==> src/rtl/sync_pulse_gen.sv <==
`default_nettype none
// ============================================================================
// Module   : sync_pulse_gen
// Purpose  : Programmable three-channel sync pulse transmitter. Each channel
//            has a delay from start, a pulse width, a rise-to-rise period and
//            a pulse count (0 = continuous). A common start/stop keeps all
//            channels phase-aligned. Config goes to shadow registers and is
//            copied to the active registers only when start is sampled.
// Ports    : clk          - clock, rising edge
//            rst          - asynchronous active-low reset
//            start        - one-cycle strobe, loads active config, arms channels
//            stop         - one-cycle strobe, aborts all channels (wins over start)
//            cfg_we       - shadow register write enable
//            cfg_ch       - channel select 0..2 (3 ignored)
//            cfg_addr     - 0=delay 1=width 2=period 3=count
//            cfg_data     - write data
//            sync0..sync2 - registered pulse outputs
//            busy         - per-channel active flags
// Revision : 1.0 - initial release
// ============================================================================
module sync_pulse_gen #(
  parameter int unsigned CW         = 32,
  parameter int unsigned DEF_DELAY  = 0,
  parameter int unsigned DEF_WIDTH  = 1,
  parameter int unsigned DEF_PERIOD = 48_000,
  parameter int unsigned DEF_COUNT  = 0
) (
  input  logic          clk,
  input  logic          rst,
  input  logic          start,
  input  logic          stop,
  input  logic          cfg_we,
  input  logic [1:0]    cfg_ch,
  input  logic [1:0]    cfg_addr,
  input  logic [CW-1:0] cfg_data,
  output logic          sync0,
  output logic          sync1,
  output logic          sync2,
  output logic [2:0]    busy
);

  localparam logic [CW-1:0] c_def_delay  = CW'(DEF_DELAY);
  localparam logic [CW-1:0] c_def_width  = CW'(DEF_WIDTH);
  localparam logic [CW-1:0] c_def_period = CW'(DEF_PERIOD);
  localparam logic [CW-1:0] c_def_count  = CW'(DEF_COUNT);
  localparam logic [CW-1:0] c_one        = CW'(1);

  typedef enum logic [1:0] {
    ST_IDLE  = 2'd0,
    ST_DELAY = 2'd1,
    ST_HIGH  = 2'd2,
    ST_LOW   = 2'd3
  } state_t;

  logic [2:0] w_sync;
  logic [2:0] w_busy;

  for (genvar gi = 0; gi < 3; gi++) begin : g_ch
    logic [CW-1:0] r_sh_delay;
    logic [CW-1:0] r_sh_width;
    logic [CW-1:0] r_sh_period;
    logic [CW-1:0] r_sh_count;

    logic [CW-1:0] r_delay;
    logic [CW-1:0] r_width;
    logic [CW-1:0] r_low;
    logic [CW-1:0] r_count;
    logic [CW-1:0] r_phase;   // cycles spent in the current state, 1-based
    logic [CW-1:0] r_pulses;  // rising edges produced since start
    state_t        r_state;
    logic          r_sync;
    logic          r_busy;

    logic          w_wr;
    logic [CW-1:0] w_san_width;
    logic [CW-1:0] w_san_period;
    logic [CW-1:0] w_san_low;

    assign w_wr = cfg_we && (cfg_ch == 2'(gi));

    // Width 0 behaves as 1; period is forced above width so LOW lasts >= 1.
    assign w_san_width  = (r_sh_width == '0) ? c_one : r_sh_width;
    assign w_san_period = (r_sh_period <= w_san_width) ? (w_san_width + c_one)
                                                       : r_sh_period;
    assign w_san_low    = w_san_period - w_san_width;

    always_ff @(posedge clk or negedge rst) begin
      if (!rst) begin
        r_sh_delay  <= c_def_delay;
        r_sh_width  <= c_def_width;
        r_sh_period <= c_def_period;
        r_sh_count  <= c_def_count;
      end else if (w_wr) begin
        case (cfg_addr)
          2'd0:    r_sh_delay  <= cfg_data;
          2'd1:    r_sh_width  <= cfg_data;
          2'd2:    r_sh_period <= cfg_data;
          default: r_sh_count  <= cfg_data;
        endcase
      end
    end

    always_ff @(posedge clk or negedge rst) begin
      if (!rst) begin
        r_state  <= ST_IDLE;
        r_sync   <= 1'b0;
        r_busy   <= 1'b0;
        r_delay  <= '0;
        r_width  <= '0;
        r_low    <= '0;
        r_count  <= '0;
        r_phase  <= '0;
        r_pulses <= '0;
      end else if (stop) begin
        r_state <= ST_IDLE;
        r_sync  <= 1'b0;
        r_busy  <= 1'b0;
      end else if (start) begin
        // Shadow values read here are pre-edge, so a same-cycle write
        // only takes effect on the next start.
        r_delay <= r_sh_delay;
        r_width <= w_san_width;
        r_low   <= w_san_low;
        r_count <= r_sh_count;
        r_busy  <= 1'b1;
        r_phase <= c_one;
        if (r_sh_delay == '0) begin
          r_state  <= ST_HIGH;
          r_sync   <= 1'b1;
          r_pulses <= c_one;
        end else begin
          r_state  <= ST_DELAY;
          r_sync   <= 1'b0;
          r_pulses <= '0;
        end
      end else begin
        case (r_state)
          ST_DELAY: begin
            if (r_phase == r_delay) begin
              r_state  <= ST_HIGH;
              r_sync   <= 1'b1;
              r_phase  <= c_one;
              r_pulses <= r_pulses + c_one;
            end else begin
              r_phase <= r_phase + c_one;
            end
          end
          ST_HIGH: begin
            if (r_phase == r_width) begin
              r_sync  <= 1'b0;
              r_phase <= c_one;
              if ((r_count != '0) && (r_pulses == r_count)) begin
                r_state <= ST_IDLE;
                r_busy  <= 1'b0;
              end else begin
                r_state <= ST_LOW;
              end
            end else begin
              r_phase <= r_phase + c_one;
            end
          end
          ST_LOW: begin
            if (r_phase == r_low) begin
              r_state  <= ST_HIGH;
              r_sync   <= 1'b1;
              r_phase  <= c_one;
              r_pulses <= r_pulses + c_one;
            end else begin
              r_phase <= r_phase + c_one;
            end
          end
          default: begin
            r_sync <= 1'b0;
            r_busy <= 1'b0;
          end
        endcase
      end
    end

    assign w_sync[gi] = r_sync;
    assign w_busy[gi] = r_busy;
  end

  assign sync0 = w_sync[0];
  assign sync1 = w_sync[1];
  assign sync2 = w_sync[2];
  assign busy  = w_busy;

endmodule
`default_nettype wire

==> config.mk <==
export PLATFORM = sky130hd
export DESIGN_NAME = sync_pulse_gen
export DESIGN_NICKNAME = d
export VERILOG_FILES = /design/src/rtl/sync_pulse_gen.sv
export SDC_FILE = /design/constraint.sdc
export NUM_CORES = 2
export LEC_CHECK = 0
export CAP_MARGIN = 10
export CORE_MARGIN = 2
export CORE_UTILIZATION = 35
export DETAILED_ROUTE_END_ITERATION = 8
export PLACE_DENSITY = 0.56
export SYNTH_ARGS = -nofsm -noshare
export SYNTH_HDL_FRONTEND = slang
export SYNTH_SLANG_ARGS = --single-unit
export TNS_END_PERCENT = 5
==> constraint.sdc <==
create_clock -name clk -period 15.69 [get_ports clk]
set_clock_uncertainty 0.1 [all_clocks]
set_input_delay 4.707 -clock clk [delete_from_list [all_inputs] [get_ports clk]]
set_output_delay 4.707 -clock clk [all_outputs]
set_load 0.005 [all_outputs]
# After elaboration in Yosys (flattened, before gate mapping)
# Index checks and enable logic that the tools add are counted.
# word_totals
regBits	972
out_inout_bits	6
word_cells	256
# op_classes
n_addsub	12
n_lt_le_gt_ge	3
eq_ne	46
mux	96
bitwise	2
reduce_logical	58
# ops
op	count
$mux W32	27
$eq A32 B32 Y1	12
$add A32 B1 Y32 const B	9
$pmux W32 S3	3
$logic_not A32 Y1	6
$pmux W32 S2	3
$le A32 B32 Y1	3
$reduce_bool A32 Y1	3
$sub A32 B32 Y32	3
$ne A4 B4 Y1 const B	12
$mux W2	21
$mux W1	33
$reduce_and A2 Y1	16
$reduce_and A4 Y1	6
$ne A3 B3 Y1 const B	6
$pmux W2 S3	3
$reduce_and A3 Y1	6
$eq A2 B2 Y1 const B	8
$reduce_bool A5 Y1	3
$reduce_bool A4 Y1	3
$eq A2 B1 Y1 const B	5
$ne A3 B1 Y1 const B	3
$pmux W1 S3	3
$reduce_bool A3 Y1	3
other kinds (6)	17

# Logic depth before layout (Yosys ltp)
# depth
depth_word	7
mapped_depth	28

# Worst setup path after synthesis
# OpenSTA, ideal clock, no wires.
# synth_path
path_type	input to register
from	in stop
to	reg g_ch[1].r_phase[30]
t_arrival_ns	6.585
t_required_ns	15.458
slack_ns	8.873
stages	8
path_cell_list	clkbuf_1 > or2_2 > nor3_1 > nand2_1 > nor3_1 > and3b_1 > xnor2_1 > nor2_1
# synth_between
elab_chain_cells	2
# synth_lines
item	line	text
start: declaration	31	input logic stop,
$not A1 Y1 (no source line)	n/a	
$reduce_and A2 Y1 (no source line)	n/a	
end signal: assignment	126	r_phase <= c_one;
end signal: assignment	142	r_phase <= c_one;
end signal: assignment	145	r_phase <= r_phase + c_one;
end: declaration	68	logic [CW-1:0] r_phase;
# No other way between the ends.
# A chain may end at the register's enable or synchronous reset.

# Final worst setup path
# layout_path
from	in start
to	reg g_ch[0].r_low[27]
# layout_between
elab_chain_cells	1
# layout_lines
item	line	text
start: declaration	30	input logic start,
$reduce_and A2 Y1 (no source line)	n/a	
end signal: assignment	123	r_low <= w_san_low;
end: declaration	66	logic [CW-1:0] r_low;
# No other way between the ends.

==> summary.txt <==
Placement
  • I/O Buffers: 46
  • Placer Congestion: just under 0.9
  • DP HPWL: roughly 110000 um

Cells and area
  • Share of cells above drive strength 1: 0.113
  • Area added between synthesis and finish: 10.4%
  • Multi-input gate area: 27200 um2
  • Final Core Density: 0.389
  • Final #Nets: 5823
  • Register area: 24400 um2
  • Number of fill cells: 15200

Detailed routing
  • Initial DRC count: approximately 3400
  • Met3 Wirelength: 8460 um
  • DRT Pass-1 Iters: 6
  • Routed WL: about 160000 um
  • Via count: roughly 41000
  • DR DRC count: 0
  • Met1 wire length: 74400 um
  • Via/cell ratio: roughly 5.3
  • DR top layer: met5
  • Antenna-violating nets left: 0
  • DR WL/cell: 20.5 um
  • Met2 wire length: between 60000 and 70000 um

CTS
  • CTS Root Cell: clkbuf_16
  • Clk buf depth: 3
  • Num CTS Buffers: 105
  • CTS H-Tree Depth: 3
  • CTS Hold Bufs: 0
  • Clock Latency Late Sink: 750 ps
  • # clock sinks: 972
  • CTS tree: built
  • Clock transition at path regs: 60 ps
  • Post-CTS Setup Repair Bufs: 0
  • Post-CTS sizing: 0

Setup path
  • Slowest-stage cell, CP: buf_12
  • Crit-path max FO: 175
  • Worst EP required: 16240 ps
  • Max stage delay on crit path: 600 ps
  • Worst-path cell chain: clkdlybuf4s50_1, buf_4, clkinv_1, nor2_4, buf_4, buf_12, nand3b_1, or4_1, nand3_1
  • CP endpoint kind: flip-flop
  • Crit Path Class: in2reg
  • RR Startpoint: g_ch[0].r_sh_width[24]
  • Top cell by count, worst path: buf_4
  • WP data arrival: 8110 ps
  • CP startpoint kind: input pin
  • CP startpoint: start

Global routing
  • Largest net degree at the start of global routing: around 230
  • First-pass GRT wire length: 244000 um
  • Total gr overflow: 0
  • GRT Overall Usage: 0.200
  • Number of global-route vias before repair: ~39000
  • Initial antenna violation count: 22

Logic synthesis
  • Flops & latches, synth: 972
  • Synth top area cells: dfrtp_1 (44%), nand2_1 (7.6%), mux2_2 (7.0%)
  • Number of flops mapped to enable cells by yosys: 0
  • Most instantiated cells after synthesis: nand2_1 (1092), dfrtp_1 (948), o21ai_0 (497)
  • Mapped Nets: approximately 6000
  • Distinct cells, synth: just under 80
  • Ys Warns: 0
  • Yosys top cell area share: 0.442
  • Syn avg cell area: 9.38 um2
  • Mapped Area: 53600 um2
  • Async S/R FF share, synth: 1.00
  • Cell taking the most area after synthesis: dfrtp_1
  • Register area share after synthesis: 0.454
  • Count leader, synth: nand2_1
  • Mapped Cells: 5714
  • Ys flop type: dfrtp_1

STA
  • Setup TNS: 0 ps
  • Hold Fails Final Rpt: 0
  • Pins Over Slew Limit: 0
  • Max-slew headroom: 0.251
  • Max Freq: between 100 and 150 MHz
  • RSZ-0062 raised after global routing: no
  • Worst-Margin Slew: 1120 ps
  • Fin crit share: 0.482
  • Minimum clock period: 7560 ps
  • Final setup fails: 0

Die
  • IO Count: 47
  • Die height: 395 um
  • Num rows: 143
  • Initial Utilization: 0.353
  • Die Width: 395 um
  • CORE AREA: between 150000 and 200000 um2
  • Die ar.: 156000 um2

Pwr
  • Pwr Total: between 9 and 10 mW
  • Pwr dens: 158 nW/um2
  • Lkg Pwr: 26.4 nW
  • Worst vdd ir: 0.000102 V

Hold path
  • Min-Delay Startpoint: g_ch[1].r_sh_count[5]
  • Hold WC Path Type: reg2reg

Run
  • Max Cap Viol: 0

Run status
  • Status: finished, final reports clean
per-layer routing:
layer | vias up | GRT usage
met5 | - | 0
li1 | 19400 | -
met4 | 4 | 0.0701
met2 | 1067 | 0.306
met3 | 253 | 0.0262
met1 | 20000 | 0.290
stage by stage:
stage	hold slack, ps	area (um2)	cells	setup WS, ps
floorplan	333	53600	5714	8870
global placement	341	55700	7498	7360
detailed placement	347	55700	7498	7390
CTS	358	59200	7696	8170
global route	373	59200	7696	7950
finish	351	59200	7706	8130
where the power goes:
part           total [mW]  switching (mW)  internal, mW
clock                2.51            1.10          1.41
sequential           3.56           0.512          3.05
combinational        3.29            1.90          1.39
total                9.36            3.51          5.85
cell type report:
class	count	area share
repair buffers	99	0.0148
clock inverters	40	0.00727
well taps	2030	0.0429
multi-input cells	4222	0.460
flip-flops and latches	972	0.412
clock buffers	158	0.0518
inverters	175	0.0111
diodes	10	0.000423
cell usage in the layout, fill, tap and decap left out, types with 162 or more instances in the layout:
master,n
nand2_1,1091
ha_1,204
nand4_1,162
inv_1,172
dfrtp_1,948
nor2_1,258
xnor2_1,369
mux2_2,331
xor2_1,265
o21ai_0,497
worst max-delay path, delay by kind of cell:
family / cells / cell delay (ps)
buffers and inverters: 5 / 2310
AND/OR/NAND/NOR: 4 / 880
logic make-up (layout without fill, tap and decap cells):
kind of cell,Yosys count,count (layout),share of synthesized area
buffers and inverters,520,472,0.0393
adder cells (fa/ha/maj),207,207,0.0487
AND/OR/NAND/NOR,2112,2112,0.182
flip-flops,972,972,0.454
AO/OA/AOI/OAI,930,930,0.101
XOR/XNOR,634,634,0.104
multiplexers,339,339,0.0710
other,0,10,0
final timing paths:
check	to	slack (ps)	cells past startpoint
setup / recovery	g_ch[0].r_low[27]	8130	9
hold / removal	g_ch[1].r_count[5]	350	2
setup reg to reg	g_ch[0].r_low[30]	8980	26
hold reg to reg	g_ch[1].r_count[5]	350	2
max in group asynchronous	g_ch[1].r_sh_period[10]	9370	3
min in group asynchronous	g_ch[0].r_width[11]	3890	1
No activity file was read; power rests on OpenSTA's default activity.
==> edit, RTL diff (same settings) <==
The parameter `DEF_PERIOD` goes from 48_000 to 36_000.
--- a/src/rtl/sync_pulse_gen.sv
+++ b/src/rtl/sync_pulse_gen.sv
@@ -22,7 +22,7 @@
   parameter int unsigned CW         = 32,
   parameter int unsigned DEF_DELAY  = 0,
   parameter int unsigned DEF_WIDTH  = 1,
-  parameter int unsigned DEF_PERIOD = 48_000,
+  parameter int unsigned DEF_PERIOD = 36_000,
   parameter int unsigned DEF_COUNT  = 0
 ) (
   input  logic          clk,
Function: not settled (the Yosys comparison gave no result); the edit may change what the design does.
==> edit against the original RTL <==
Worst hold slack gained 0.0046 ns; synthesized cell count did not move; largest cell class unchanged; setup slack got worse by 0.78 ns; critical path type unchanged; sequential cell count is the same; maximum frequency fell by 9.4%; wire length increased by 0.97%; total power rose by 0.39%; final area is essentially flat; synthesized area about the same.
==> edit: results (changes against the original RTL) <==
* Placer Congestion at 0.8641 (-2.4%)
* CP max-delay cell: nor2_4
* First-pass GRT wire length at 247,200 µm (+1.5%)
* Slowest stage delay, CP at 1.02 ns (+0.42 ns)
* Placed insts at 7,499 (+0.013%)
* Clock Network Area Fraction at 5.988% (+0.079 points)
* Drt via density at 5.285 (+0.13%)
* Initial antenna violation count at 23 (+4.5%)
* Number of global-route vias before repair at 39,650 (+0.68%)
* Initial DRT Pass Iterations at 5 (-1)
* Area added between synthesis and finish at 10.38% (about the same)
* Hold wc startpoint: g_ch[2].r_sh_count[8]
* Largest cells by area after synthesis: dfrtp_1, nand2_1, mux2_2, xnor2_1, ha_1
* Final cell count without fillers at 7,700 (-0.078%)
* Clock buf count at 155 (-1.9%)
* P_leak at 26.46 nW (+0.16%)
* RR Startpoint: g_ch[1].r_sh_width[25]
* Worst Path Max Fanout at 64 (-63%)
* Post-synthesis mux area share at 7.102% (about the same)
* Non-clk buf share at 1.421% (-0.059 points)
* Seq. cell area at 24,350 µm² (about the same)
* Hpwl dp at 109,400 µm (+2.1%)
* Worst slew pin tran at 1.126 ns (+0.004986 ns)
* Total CTS buffers at 106 (+0.95%)
* Hold Path End: g_ch[2].r_count[8]
* Synth top cells by count: nand2_1, dfrtp_1, o21ai_0, xnor2_1, mux2_2
* Layout cells sized above 1 at 11.20% (-0.082 points)
* Post-synthesis adder-cell area fraction at 4.873% (about the same)
* Nets at 5,826 (+0.052%)
* Compound-Gate Fraction of Synth Area at 10.15% (about the same)
* CTS resizes at 0 (unchanged)
* Crit share post-route at 53.16% (+5.0 points)
* Area of placed instances at 55,590 µm² (-0.13%)
* Setup crit end: g_ch[2].r_low[10]
* Largest net degree at the start of global routing at 170 (-25%)
* Iter 0 DRT Violations at 3,472 (+3.5%)
* Drt wl/cell at 20.75 µm (+1.0%)
* Signal buffers at 101 (+2.0%)
* Total track usage at 20.37% (+0.34 points)
* Sequential share of the synthesized area at 45.41% (about the same)
* Hold WS at 0.3552 ns (+0.004606 ns)
* Cell count of the worst reg-to-reg path at 24 (-7.7%)
* Peak supply drop at 0.1122 mV (+9.9%)
* Status: complete, no violations
-- edit: changes by cell type in the layout (fill, tap and decap cells not counted), sizes merged --
cell / before / now
clkbuf: 158 / 156
clkinv: 31 / 27
dfrtp: 948 / 954
bufinv: 3 / 8
clkdlybuf4s50: 30 / 26
clkinvlp: 7 / 4
buf: 69 / 74
diode: 10 / 7
dfstp: 24 / 18
-- edit: report_power, final --
group          total (W)  switching, W  internal, W
registers        0.00356      0.000516      0.00305
logic            0.00327       0.00189      0.00139
clock network    0.00256       0.00108      0.00148
total            0.00940       0.00348      0.00591
-- edit: metal layers --
metal | wire length (µm) | track usage, % | share of wire (%)
met2 | 70310 | 31.11 | 44
met3 | 7852 | 2.447 | 4.9
met4 | 5600 | 6.763 | 3.5
met5 | 30 | 0 | 0.019
met1 | 75990 | 29.83 | 48
